<file path="config.mk">
export PLATFORM = sky130hd
export DESIGN_NAME = rasgs_randomizer_core
export DESIGN_NICKNAME = d
export VERILOG_FILES = /design/src/rtl/rasgs_rand_pkg.sv /design/src/rtl/rasgs_range_sampler.sv /design/src/rtl/rasgs_randomizer_core.sv
export SDC_FILE = /design/constraint.sdc
export NUM_CORES = 1
export LEC_CHECK = 0
export CAP_MARGIN = 20
export CORE_AREA = 2 2 70 88
export CTS_BUF_LIST = sky130_fd_sc_hd__clkbuf_4 sky130_fd_sc_hd__clkbuf_8 sky130_fd_sc_hd__clkbuf_16
export DETAILED_ROUTE_END_ITERATION = 6
export DIE_AREA = 0 0 72 90
export PLACE_DENSITY = 0.74
export SKIP_CTS_REPAIR_TIMING = 1
export SYNTH_ARGS = -nofsm -noshare
export SYNTH_HDL_FRONTEND = slang
export SYNTH_SLANG_ARGS = --single-unit
</file>
<file path="constraint.sdc">
create_clock -name clk -period 3.57 [get_ports clk]
set_clock_uncertainty 0.1 [all_clocks]
set_input_delay 0.8925 -clock clk [delete_from_list [all_inputs] [get_ports clk]]
set_output_delay 0.8925 -clock clk [all_outputs]
set_load 0.1 [all_outputs]
</file>
<file path="src/rtl/rasgs_rand_pkg.sv">
// ============================================================================
// Module      : rasgs_rand_pkg
// Description : Shared FSM encoding, default constants and LFSR/range helpers
//               for the RASGS randomizer core.
// Revision    : 1.0 - initial release
// ============================================================================
`default_nettype none

package rasgs_rand_pkg;

    typedef enum logic [1:0] {
        IDLE = 2'd0,
        STEP = 2'd1,
        HOLD = 2'd2
    } state_t;

    localparam logic [15:0] C_SEED_DEFAULT = 16'hACE1;
    localparam logic [15:0] C_TAPS         = 16'hB400;

    // Helpers work on a 64-bit container; callers zero-extend and truncate.
    function automatic logic [63:0] lfsr_next(input logic [63:0] state,
                                              input logic [63:0] taps);
        return state[0] ? ((state >> 1) ^ taps) : (state >> 1);
    endfunction

    // Smallest all-ones mask that covers rng.
    function automatic logic [63:0] range_mask(input logic [63:0] rng);
        logic [63:0] m;
        m = rng;
        m = m | (m >> 1);
        m = m | (m >> 2);
        m = m | (m >> 4);
        m = m | (m >> 8);
        m = m | (m >> 16);
        m = m | (m >> 32);
        return m;
    endfunction

endpackage

`default_nettype wire

</file>
<file path="src/rtl/rasgs_range_sampler.sv">
// ============================================================================
// Module      : rasgs_range_sampler
// Description : Combinational accept test and bounded fallback reduction of a
//               candidate into [0, range].
// Revision    : 1.0 - initial release
// ============================================================================
`default_nettype none

module rasgs_range_sampler
    import rasgs_rand_pkg::*;
#(
    parameter int OUT_W = 8
) (
    input  logic [OUT_W-1:0] i_candidate,
    input  logic [OUT_W-1:0] i_range,
    output logic             o_accept,
    output logic [OUT_W-1:0] o_fallback_data
);

    logic [OUT_W-1:0] w_mask;
    logic [OUT_W-1:0] w_masked;

    assign w_mask   = OUT_W'(range_mask(64'(i_range)));
    assign w_masked = i_candidate & w_mask;
    assign o_accept = (i_candidate <= i_range);

    // mask <= 2*range+1, so a single subtraction always lands in range
    assign o_fallback_data = (w_masked <= i_range) ? w_masked
                                                   : (w_masked - i_range - OUT_W'(1));

endmodule

`default_nettype wire

</file>
<file path="src/rtl/rasgs_randomizer_core.sv">
// ============================================================================
// Module      : rasgs_randomizer_core
// Description : Galois-LFSR random source with reseed, valid/ready output and
//               bounded rejection sampling. Optional whitening: RASGS_RAND_WHITEN_EN.
// Revision    : 1.0 - initial release
// ============================================================================
`default_nettype none

module rasgs_randomizer_core
    import rasgs_rand_pkg::*;
#(
    parameter int               WIDTH        = 16,
    parameter logic [WIDTH-1:0] TAPS         = WIDTH'(C_TAPS),
    parameter logic [WIDTH-1:0] SEED_DEFAULT = WIDTH'(C_SEED_DEFAULT),
    parameter int               OUT_W        = 8,
    parameter int               MAX_TRIES    = 8
) (
    input  logic             clk,
    input  logic             rst,
    input  logic             en,
    input  logic             seed_valid,
    input  logic [WIDTH-1:0] seed_data,
    input  logic [OUT_W-1:0] range_max,
    output logic             rand_valid,
    input  logic             rand_ready,
    output logic [OUT_W-1:0] rand_data,
    output logic             rand_fallback
);

    localparam int C_TRY_W = $clog2(MAX_TRIES + 1);

    state_t             r_state;
    logic [WIDTH-1:0]   r_lfsr;
    logic [C_TRY_W-1:0] r_tries;
    logic [OUT_W-1:0]   r_range_q;
    logic               r_valid;
    logic [OUT_W-1:0]   r_data;
    logic               r_fallback;

    logic [WIDTH-1:0]   w_step;
    logic [OUT_W-1:0]   w_cand;
    logic [C_TRY_W-1:0] w_tries_inc;
    logic               w_accept;
    logic [OUT_W-1:0]   w_fb_data;

    assign w_step      = WIDTH'(lfsr_next(64'(r_lfsr), 64'(TAPS)));
    assign w_tries_inc = r_tries + C_TRY_W'(1);

`ifdef RASGS_RAND_WHITEN_EN
    localparam logic [WIDTH-1:0] C_WEYL_INC = WIDTH'(32'h9E37);
    logic [WIDTH-1:0] r_weyl;
    logic [WIDTH-1:0] w_white;
    assign w_white = w_step ^ r_weyl;
    assign w_cand  = w_white[OUT_W-1:0];
`else
    assign w_cand  = w_step[OUT_W-1:0];
`endif

    rasgs_range_sampler #(
        .OUT_W (OUT_W)
    ) u_sampler (
        .i_candidate     (w_cand),
        .i_range         (r_range_q),
        .o_accept        (w_accept),
        .o_fallback_data (w_fb_data)
    );

    always_ff @(posedge clk or posedge rst) begin
        if (rst) begin
            r_state    <= IDLE;
            r_lfsr     <= SEED_DEFAULT;
            r_tries    <= '0;
            r_range_q  <= '0;
            r_valid    <= 1'b0;
            r_data     <= '0;
            r_fallback <= 1'b0;
`ifdef RASGS_RAND_WHITEN_EN
            r_weyl     <= '0;
`endif
        end else if (seed_valid) begin
            // A pending sample either completes this cycle or is dropped
            r_lfsr  <= (seed_data == '0) ? SEED_DEFAULT : seed_data;
            r_tries <= '0;
            r_valid <= 1'b0;
`ifdef RASGS_RAND_WHITEN_EN
            r_weyl  <= '0;
`endif
            if (en) begin
                r_state   <= STEP;
                r_range_q <= range_max;
            end else begin
                r_state   <= IDLE;
            end
        end else begin
            case (r_state)
                IDLE: begin
                    if (en) begin
                        r_state   <= STEP;
                        r_range_q <= range_max;
                        r_tries   <= '0;
                    end
                end
                STEP: begin
                    if (!en) begin
                        r_state <= IDLE;
                        r_tries <= '0;
                    end else begin
                        r_lfsr <= w_step;
`ifdef RASGS_RAND_WHITEN_EN
                        r_weyl <= r_weyl + C_WEYL_INC;
`endif
                        if (w_accept) begin
                            r_data     <= w_cand;
                            r_fallback <= 1'b0;
                            r_valid    <= 1'b1;
                            r_state    <= HOLD;
                        end else if (w_tries_inc == C_TRY_W'(MAX_TRIES)) begin
                            r_data     <= w_fb_data;
                            r_fallback <= 1'b1;
                            r_valid    <= 1'b1;
                            r_state    <= HOLD;
                        end else begin
                            r_tries    <= w_tries_inc;
                        end
                    end
                end
                HOLD: begin
                    if (rand_ready) begin
                        r_valid <= 1'b0;
                        if (en) begin
                            r_state   <= STEP;
                            r_range_q <= range_max;
                            r_tries   <= '0;
                        end else begin
                            r_state   <= IDLE;
                        end
                    end
                end
                default: r_state <= IDLE;
            endcase
        end
    end

    assign rand_valid    = r_valid;
    assign rand_data     = r_data;
    assign rand_fallback = r_fallback;

endmodule

`default_nettype wire
</file>
# --- After elaboration in Yosys (flattened, before gate mapping) ---
# Cells that the tools add are included.
totals:
  register_bits: 40
  input_bits: 29
  output_inout_bits: 10
  word_cells: 79
classes:
  add_sub_neg: 3
  n_lt_le_gt_ge: 2
  n_eq_ne: 10
  muxes: 34
  bitwise: 9
  n_reduce_logical: 14
op_table:
  columns: ["op", "n"]
  rows:
  - ["$mux W16", 5]
  - ["$or A64 B60 Y64", 1]
  - ["$or A64 B62 Y64", 1]
  - ["$or A56 B56 Y56", 1]
  - ["$mux W8", 6]
  - ["$or A40 B40 Y40", 1]
  - ["$mux W4", 6]
  - ["$le A8 B8 Y1", 2]
  - ["$logic_not A16 Y1", 1]
  - ["$pmux W8 S2", 1]
  - ["$mux W2", 6]
  - ["$pmux W4 S3", 1]
  - ["$reduce_and A4 Y1", 3]
  - ["$ne A3 B3 Y1 const B", 3]
  - ["$and A8 B8 Y8", 1]
  - ["$ne A4 B4 Y1 const B", 2]
  - ["$or A8 B7 Y8", 1]
  - ["$or A8 B8 Y8", 1]
  - ["$sub A8 B1 Y8 const B", 1]
  - ["$sub A8 B8 Y8", 1]
  - ["$mux W1", 7]
  - ["$pmux W2 S3", 1]
  - ["$reduce_bool A2 Y1", 3]
  - ["$reduce_bool A3 Y1", 2]
  - ["13 further kinds", 14]

# --- Logic depth before layout (Yosys ltp) ---
logic_depth:
  depth_word: 12
  depth_mapped: 11
  depth_no_buf: 11

# --- Modules after synthesis ---
# From an unflattened synthesis, not the netlist that was laid out.
hier_totals:
  hier_cells: 275
  hier_area_um2: 2723.9
by_module_without_submodules:
  columns: ["mod", "instances", "cells_each", "area_each_um2", "seq_area_each_um2"]
  rows:
  - ["rasgs_randomizer_core", 1, 182, 1978.1, 1011.0]
  - ["rasgs_range_sampler", 1, 93, 745.7, 0.0]

# --- Worst setup path after synthesis ---
# No wires, ideal clock.
synth_path:
  path_kind: "register -> register"
  startpoint: "register r_range_q[7]"
  endpoint: "register r_data[6] (netlist: rand_data[6])"
  setup_ns: 0.126
  arrival_ns: 3.119
  required_time_ns: 3.344
  setup_slack_ns: 0.225
  stages_incl_launch_ff: 12
  n_path_buf: 0
  period_less_slack_ns: 3.345
  cell_sequence: "dfrtp_1 -> nor4_1 -> nand3_1 -> o31a_1 -> ha_1 -> fa_1 -> a21o_1 -> a311o_1 -> a21oi_2 -> xnor2_1 -> mux2_4 -> a221o_1"
synth_between:
  elab_chain_cells: 12
  elab_cells_between_ends: 16
  classes_between: "add/sub (2); order compare (2); mux (3); bitwise (7); reduce/logical (2)"
synth_lines:
  columns: ["element", "line_no", "rtl"]
  rows:
  - ["from (decl)", "rasgs_randomizer_core.sv:35", "logic [OUT_W-1:0] r_range_q;"]
  - ["from (signal assigned)", "rasgs_randomizer_core.sv:90", "r_range_q <= range_max;"]
  - ["from (signal assigned)", "rasgs_randomizer_core.sv:99", "r_range_q <= range_max;"]
  - ["from (signal assigned)", "rasgs_randomizer_core.sv:132", "r_range_q <= range_max;"]
  - ["$or A8 B7 Y8", "rasgs_rand_pkg.sv:30", "m = m | (m >> 1);"]
  - ["$or A64 B62 Y64", "rasgs_rand_pkg.sv:31", "m = m | (m >> 2);"]
  - ["$or A64 B60 Y64", "rasgs_rand_pkg.sv:32", "m = m | (m >> 4);"]
  - ["$or A56 B56 Y56", "rasgs_rand_pkg.sv:33", "m = m | (m >> 8);"]
  - ["$or A40 B40 Y40", "rasgs_rand_pkg.sv:34", "m = m | (m >> 16);"]
  - ["$or A8 B8 Y8", "rasgs_rand_pkg.sv:35", "m = m | (m >> 32);"]
  - ["$and A8 B8 Y8", "rasgs_range_sampler.sv:24", "assign w_masked = i_candidate & w_mask;"]
  - ["$sub A8 B8 Y8", "rasgs_range_sampler.sv:29", ": (w_masked - i_range - OUT_W'(1));"]
  - ["$sub A8 B1 Y8", "rasgs_range_sampler.sv:29", null]
  - ["$mux W8", "rasgs_range_sampler.sv:28", "assign o_fallback_data = (w_masked <= i_range) ? w_masked"]
  - ["$mux W8", "rasgs_randomizer_core.sv:117", "end else if (w_tries_inc == C_TRY_W'(MAX_TRIES)) begin"]
  - ["$mux W8", "rasgs_randomizer_core.sv:112", "if (w_accept) begin"]
  - ["to (signal assigned)", "rasgs_randomizer_core.sv:113", "r_data <= w_cand;"]
  - ["to (signal assigned)", "rasgs_randomizer_core.sv:118", "r_data <= w_fb_data;"]
  - ["to (decl)", "rasgs_randomizer_core.sv:37", "logic [OUT_W-1:0] r_data;"]
# Several ways; a longest one is shown, not always the timed one. The select of a mux whose other input is x is not followed.
# A chain may end at the register's enable or synchronous reset.

# --- Worst setup path after layout ---
layout_path:
  startpoint: "register r_range_q[4]"
  endpoint: "register r_data[6] (netlist: rand_data[6])"
# The elaborated chain is that of the path after synthesis.

==> impl_metrics.env <==
export IMPL_clockBufferDepth=2
export IMPL_cp_num_cells=12
export IMPL_worst_setup_path_start_kind="register"
export IMPL_multiInputGateArea_sq_um=1600
export IMPL_mapped_cells=296
export IMPL_standard_cell_row_count=31
export IMPL_number_of_antenna_violations_at_the_first_check_in_global_routing=0
export IMPL_htree_levels=2
export IMPL_status="completed"
export IMPL_worst_skew_late_latency_ns=0.29
export IMPL_critPathTopFamily="compound AO/OA/AOI/OAI gates"
export IMPL_drt_initial_drc_count=155
export IMPL_start_util_pct=47.4
export IMPL_syn2layout_area_growth_pct=20.7
export IMPL_synth_seq_area_share_pct=37.4
export IMPL_die_height_um=90
export IMPL_die_area_sq_um=6480
export IMPL_path_buf_inv=1
export IMPL_tritoncts_num_buffers=5
export IMPL_layout_drive_gt1_share_pct=16.2
export IMPL_worst_ep_required_time_ns=3.65
export IMPL_fmax_mhz=300
export IMPL_layout_cells_most_common="nand2_1"
export IMPL_synth_lib_cells_used_distinct=57
export IMPL_timing_critical_path_fanout_max=3
export IMPL_synthFlopType="dfrtp_1"
export IMPL_setup_viol=0
export IMPL_ant_nets=0
export IMPL_gr_total_overflow=0
export IMPL_holdPathStages=2
export IMPL_worst_pin_slew_ns=0.627
export IMPL_post_drt_wl_per_cell_um=16.3
export IMPL_post_route_min_period_ns=3.34
export IMPL_mappedNetlistNets=345
export IMPL_number_of_flops_mapped_to_enable_cells_by_yosys=0
export IMPL_fillers=514
export IMPL_num_antenna_cells=0
export IMPL_gp_congestion=0.940
export IMPL_all_layer_gr_usage_pct=21.6
export IMPL_postRouteWirelength_um=6610
export IMPL_cp_cell_sequence="nor4_2 -> buf_4 -> nand3_1 -> o31a_1 -> ha_1 -> fa_2 -> a21o_1 -> a311o_1 -> a21oi_2 -> xnor2_1 -> mux2_4 -> a221o_1"
export IMPL_dr_pass1_iters=4
export IMPL_drv_cap=0
export IMPL_largest_net_degree_at_the_start_of_global_routing=41
export IMPL_final_cell_mix="nand2_1, dfrtp_1, clkdlybuf4s50_1"
export IMPL_tns_ns=0
export IMPL_timing_slew_headroom_pct=57.9
export IMPL_total_number_of_vias=2417
export IMPL_total_power_mw=1.99
export IMPL_port_buffer_count=38
export IMPL_setup_worst_path_class="register to register"
export IMPL_ys_warnings_count=0
export IMPL_timing_final_max_slew_violations=0
export IMPL_cts_tree="yes"
export IMPL_worst_r2r_cell_count=12
export IMPL_first_pass_grt_wire_length_um=11100
export IMPL_register_area_sq_um=1010
export IMPL_placed_area_sq_um=3150
export IMPL_worst_hold_path_type="register to register"
export IMPL_die_width_um=72
export IMPL_design_area_sq_um=3260
export IMPL_syn_mean_instance_area_sq_um=9.12
export IMPL_asyncSetResetFlopFracSynth_pct=100
export IMPL_vias_per_cell=5.95
export IMPL_post_synthesis_cell_area_sq_um=2700
export IMPL_crit_path_top_delay_cell="dfrtp_1"
export IMPL_yosys_register_bits=40
export IMPL_cts_sink_count=40
export IMPL_worst_endpoint_arrival_ns=3.41
export IMPL_rsz0062_at_grt="no"
export IMPL_p_leak_nw=1.43
export IMPL_placeableCoreArea_sq_um=5700
export IMPL_hpwlAfterDp_um=5120
export IMPL_power_density_nw_per_um2=611
export IMPL_clkTransAtPathRegs_ns=0.08
export IMPL_ir_drop_uv=342
export IMPL_clock_root_buffer="clkbuf_8"
export IMPL_post_route_drc_count=0
export IMPL_end_kind="register"
export IMPL_first_global_vias=2334
export IMPL_cp_slowest_stage_delay_ns=0.41
export IMPL_boundaryPins=39
export IMPL_num_nets_final=388
export IMPL_report_final_hold_viol_count=0
export IMPL_final_period_utilization_pct=93.5
-- final timing paths --
| path | startpoint | slack [ns] | to |
|---|---|---|---|
| setup / recovery | r_range_q[4] | 0.23 | rand_data[6] |
| hold / removal | r_lfsr[13] | 0.37 | r_lfsr[13] |
| setup reg to reg | r_range_q[4] | 0.23 | rand_data[6] |
| hold reg to reg | r_lfsr[13] | 0.37 | r_lfsr[13] |
| max in group asynchronous | rst | 2.08 | r_lfsr[7] |
| min in group asynchronous | rst | 0.92 | r_lfsr[12] |
-- cells in the mapped netlist (2+ instances only) --
library cell  number  area [sq um]
or2_2              4          25.0
xnor2_1            8          70.1
o21a_1             3          22.5
a221o_1            2          20.0
o22a_1             6          52.6
inv_1             18          67.6
nor2_1            10          37.5
nand4_1            6          37.5
a21oi_1           26           130
and2_1             3          18.8
o22ai_1            2          12.5
nor4_1             5          31.3
o31a_1             2          17.5
a31oi_1            4          25.0
clkbuf_1           7          26.3
mux2_2             8          90.1
mux2i_1            9          90.1
a21o_1             3          22.5
nand3_1            6          30.0
a211oi_1           3          22.5
o211ai_1           5          37.5
ha_1              19           238
nand2b_1           3          18.8
nand2_1           40           150
o21ai_0           18          90.1
dfrtp_1           32           801
nor3_1             4          20.0
nor2b_1            3          18.8
dfstp_2            8           210
o21ai_1            2          10.0
-- layer usage --
metal | vias up | track usage (%) | part of all wire (%)
met3 | 16 | 3.59 | 3.9
met5 | - | 0 | 0
li1 | 1173 | - | -
met4 | 0 | 9.12 | 3.1
met2 | 74 | 36.3 | 50
met1 | 1154 | 26.9 | 43
-- per-stage QoR --
stage	worst slack, ns	std cells	utilization [%]	hold WS (ns)
6_report	0.233	406	57.1	0.374
5_1_grt	0.0508	406	57.1	0.397
4_1_cts	0.129	406	57.0	0.374
2_1_floorplan	0.225	296	-	0.324
3_5_place_dp	0.151	398	55.3	0.363
3_3_place_gp	0.194	398	55.3	0.342
-- state kept, by name, indices dropped and copies added, names as in the netlist --
signal         count
r_tries            4
r_lfsr            16
r_state            2
rand_fallback      1
rand_valid         1
rand_data          8
r_range_q          8
-- power by group --
group          switching [mW]  internal [mW]
combinational           0.700          0.337
sequential             0.0839          0.549
clock                   0.164          0.158
-- area by class of cell --
type	count	area share (%)
Sequential cell	40	31.0
Multi-Input combinational cell	230	49.1
Timing Repair Buffer	44	12.3
Clock buffer	6	2.53
Clock inverter	2	0.422
Tap cell	66	2.53
Inverter	18	2.07
-- tightest hold or removal path: cells and delay by family, from the launching register on --
kind          cells  cell delay, ns
flops             1            0.38
simple gates      2            0.09
-- cells by family (layout without fill, tap and decap cells) --
kind of cell,after synthesis,count (layout),synth area share [%]
compound gates,89,89,21.4
xor+xnor,9,9,2.92
fa+ha+maj,20,20,9.55
buf+inv,26,70,3.61
flops,40,40,37.4
mux,18,18,7.23
simple gates,94,94,17.9
No activity file was read; power rests on OpenSTA's default activity.
